==> src/rtl/one_bit_cmp.sv <==
// Registered single-bit magnitude comparator with cascade inputs for wider compares.
// Optional saturating per-class result counters when CMP_STATS_EN is defined.
module one_bit_cmp #(
  parameter int CNT_W = 16
) (
  input  logic             clk,
  input  logic             rst,
  input  logic             in_valid,
  input  logic             A,
  input  logic             B,
  input  logic             casc_gt,
  input  logic             casc_eq,
  input  logic             casc_lt,
  output logic             Greater,
  output logic             Equal,
  output logic             Smaller,
`ifdef CMP_STATS_EN
  output logic [CNT_W-1:0] gt_cnt,
  output logic [CNT_W-1:0] eq_cnt,
  output logic [CNT_W-1:0] lt_cnt,
`endif
  output logic             out_valid
);

  logic gt_l;
  logic eq_l;
  logic lt_l;
  logic gt_r;
  logic eq_r;
  logic lt_r;

  assign gt_l = A & ~B;
  assign lt_l = ~A & B;
  assign eq_l = ~(A ^ B);

  // Higher stages win; an undecided or all-zero cascade falls back to local
  always_comb begin
    gt_r = gt_l;
    eq_r = eq_l;
    lt_r = lt_l;
    priority case (1'b1)
      casc_gt: begin
        gt_r = 1'b1;
        eq_r = 1'b0;
        lt_r = 1'b0;
      end
      casc_lt: begin
        gt_r = 1'b0;
        eq_r = 1'b0;
        lt_r = 1'b1;
      end
      casc_eq: begin
        gt_r = gt_l;
        eq_r = eq_l;
        lt_r = lt_l;
      end
      default: begin
        gt_r = gt_l;
        eq_r = eq_l;
        lt_r = lt_l;
      end
    endcase
  end

  always_ff @(posedge clk) begin
    if (rst) begin
      Greater   <= 1'b0;
      Equal     <= 1'b0;
      Smaller   <= 1'b0;
      out_valid <= 1'b0;
    end else begin
      out_valid <= in_valid;
      if (in_valid) begin
        Greater <= gt_r;
        Equal   <= eq_r;
        Smaller <= lt_r;
      end
    end
  end

`ifdef CMP_STATS_EN
  localparam logic [CNT_W-1:0] ONE = CNT_W'(1);

  always_ff @(posedge clk) begin
    if (rst) begin
      gt_cnt <= '0;
      eq_cnt <= '0;
      lt_cnt <= '0;
    end else if (in_valid) begin
      if (gt_r && gt_cnt != '1) gt_cnt <= gt_cnt + ONE;
      if (eq_r && eq_cnt != '1) eq_cnt <= eq_cnt + ONE;
      if (lt_r && lt_cnt != '1) lt_cnt <= lt_cnt + ONE;
    end
  end
`endif

endmodule

==> config.mk <==
export PLATFORM = sky130hd
export DESIGN_NAME = one_bit_cmp
export DESIGN_NICKNAME = d
export VERILOG_FILES = /design/src/rtl/one_bit_cmp.sv
export SDC_FILE = /design/constraint.sdc
export NUM_CORES = 1
export LEC_CHECK = 0
export ABC_AREA = 1
export CAP_MARGIN = 5
export CORE_AREA = 2 2 39 41
export CTS_BUF_LIST = sky130_fd_sc_hd__clkbuf_4 sky130_fd_sc_hd__clkbuf_8
export CTS_CLUSTER_DIAMETER = 200
export DETAILED_ROUTE_END_ITERATION = 10
export DIE_AREA = 0 0 41 43
export PLACE_DENSITY = 0.46
export SLEW_MARGIN = 20
export SYNTH_ARGS = -nofsm -noshare
export SYNTH_HDL_FRONTEND = slang
export SYNTH_SLANG_ARGS = --single-unit
==> constraint.sdc <==
create_clock -name clk -period 0.85 [get_ports clk]
set_input_delay 0.085 -clock clk [delete_from_list [all_inputs] [get_ports clk]]
set_output_delay 0.085 -clock clk [all_outputs]
set_load 0.01 [all_outputs]
==> impl_metrics.env <==
export IMPL_cts_tree="built"
export IMPL_fillers=177
export IMPL_setup_violations=0
export IMPL_syn_nets=35
export IMPL_cts_sinks=4
export IMPL_yosysSeqAreaShare_pct=43.0
export IMPL_cts_made_buffers=3
export IMPL_leakage_nw=0.179
export IMPL_worst_pin_slew_ps=116
export IMPL_final_common_cell="nand2_1"
export IMPL_num_rows=14
export IMPL_path_depth=1
export IMPL_ys_warn_count=0
export IMPL_die_h_um=43
export IMPL_rrSetupSlack_ps=210
export IMPL_power_density_nw_per_um2=1540
export IMPL_die_w_um=41
export IMPL_grt_pass1_vias=183
export IMPL_cp_arrival_ps=680
export IMPL_wl_met1_um=174
export IMPL_critPathKind="reg -> out"
export IMPL_pin_count=12
export IMPL_required_ps=760
export IMPL_drt_pass1_iter_count=4
export IMPL_gp_congestion=0.580
export IMPL_clk_pin_slew_ps=40
export IMPL_drc=0
export IMPL_cts_buffer_depth=2
export IMPL_hold_depth=5
export IMPL_antenna_found_initial=0
export IMPL_hold_violations=0
export IMPL_worst_path_max_delay_cell="dfxtp_1"
export IMPL_synth_top_area_cell="dfxtp_1"
export IMPL_fin_setup_tns_ps=0
export IMPL_netlist_instances=25
export IMPL_top_layer_used="met3"
export IMPL_syn_to_final_growth_pct=83.2
export IMPL_wl_per_cell_um=7.00
export IMPL_die_area_um2=1760
export IMPL_cts_hold_buf=0
export IMPL_gr_total_overflow=0
export IMPL_cp_slowest_stage_delay_ps=320
export IMPL_period_needed_ps=766
export IMPL_drt_initial_drc_count=3
export IMPL_outcome="finished clean"
export IMPL_final_nets=54
export IMPL_holdWs_ps=436
export IMPL_wl_met2_um=165
export IMPL_fin_skew_ps=0
export IMPL_drv_cap=0
export IMPL_min_path_type="in -> reg"
export IMPL_synth_top_area_share_pct=43.0
export IMPL_ant_nets=0
export IMPL_finalCritPeriodShare_pct=90.1
export IMPL_rsz0062_at_grt="no"
export IMPL_grt_max_degree=4
export IMPL_floorplan_initialDensity_pct=13.5
export IMPL_cts_setup_buffers=0
export IMPL_endpoint_kind="primary output"
export IMPL_wl_met3_um=67
export IMPL_ys_types=9
export IMPL_ir_drop_uv=362
export IMPL_maxSlewViolCount=0
export IMPL_io_buffer_count=10
export IMPL_grt_pass1_wl_um=593
export IMPL_synth_area_leaders="dfxtp_1 (43%), ha_1 (13%), nand2_1 (12%)"
export IMPL_dp_hpwl_um=328
export IMPL_path_cells="buf_2"
export IMPL_reg2regPathDepth=3
export IMPL_antenna_cells=0
export IMPL_ctsHtreeMaxLevel=1
export IMPL_path_buf_inv=1
export IMPL_critPathTopFamily="flip-flops"
export IMPL_ys_ff_latch=4
export IMPL_clk_latency_ps=230
export IMPL_avgSynthCellArea_um2=7.46
export IMPL_max_freq_mhz=1310
export IMPL_drive_gt1_share_pct=31.0
export IMPL_routed_via_density=3.33
export IMPL_syn_cell_area_um2=186
export IMPL_root_buffer="clkbuf_4"
export IMPL_layout_common_cells="nand2_1 (6), inv_1 (5), dfxtp_1 (4), clkdlybuf4s50_1 (4), buf_4 (4)"
export IMPL_max_slew_margin_rel_pct=92.2
export IMPL_critPathMaxFanout=2
export IMPL_worstSetupStartpointType="flip-flop"
export IMPL_routed_wl_um=406
export IMPL_via_count=193
export IMPL_coreArea_um2=1380
export IMPL_track_usage_pct=5.41
[synth_stat cells, drive strengths merged]
cell type / count
inv: 6
dfxtp: 4
nor2: 3
nand2: 6
o21bai: 1
a21oi: 3
ha: 2
[registers in the layout, summed over array words and instances (netlist names)]
signal / cells
out_valid: 1
Greater: 1
Equal: 1
Smaller: 1
[path summary, 6_finish.rpt]
kind         startpoint       to
max               Equal    Equal
min                   B  Greater
max reg2reg     Smaller  Smaller
min reg2reg       Equal    Equal
[what timing repair did]
item / CTS / global route
resized for setup: 16 / 2
setup endpoints to repair: 6 / 2
pin swaps: 3 / 0
[power breakdown]
group,switching (mW),total [mW],internal (mW)
clock network,0.0781,0.236,0.158
logic,0.0377,0.0897,0.0520
registers,0.00342,0.202,0.198
total,0.119,0.528,0.408
[final cells by class]
class | count | area (µm²) | area share (%)
repair buffers | 14 | 108 | 31.5
well taps | 16 | 20.0 | 5.86
clock buffers | 3 | 22.5 | 6.59
flip-flops and latches | 4 | 80.1 | 23.4
inverters | 6 | 22.5 | 6.59
multi-input cells | 15 | 88.8 | 26.0
[cells by family after synthesis]
family                   synth area share, %
AND/OR/NAND/NOR                         19.5
flip-flops                              43.0
adder cells (fa/ha/maj)                 13.4
buffers and inverters                   12.1
AO/OA/AOI/OAI                           12.1
[routing by layer]
metal  vias to the layer above  GRT usage (%)
met1                        76           6.07
met2                         9           6.25
met3                         0           1.57
met4                         0           8.00
li1                        108              -
met5                         -              0
[stage by stage]
step / power (mW) / area, µm² / worst slack (ps) / cells / util [%]
after global routing: 0.558 / 342 / 13.9 / 58 / 24.7
after CTS: 0.546 / 342 / 1.70 / 58 / 24.7
final: 0.528 / 342 / 83.9 / 58 / 24.7
after detailed placement: 0.306 / 337 / -382 / 55 / 24.3
after floorplan: 0.237 / 186 / 171 / 25 / -
after global placement: 0.305 / 337 / -374 / 55 / 24.3
[tightest hold or removal path, stage by stage]
cell           delay, ps
dlygate4sd2_1        210
inv_1                 50
ha_1                 160
nand2_1               60
a21oi_1               50
Power figures use the tool's default switching activity.
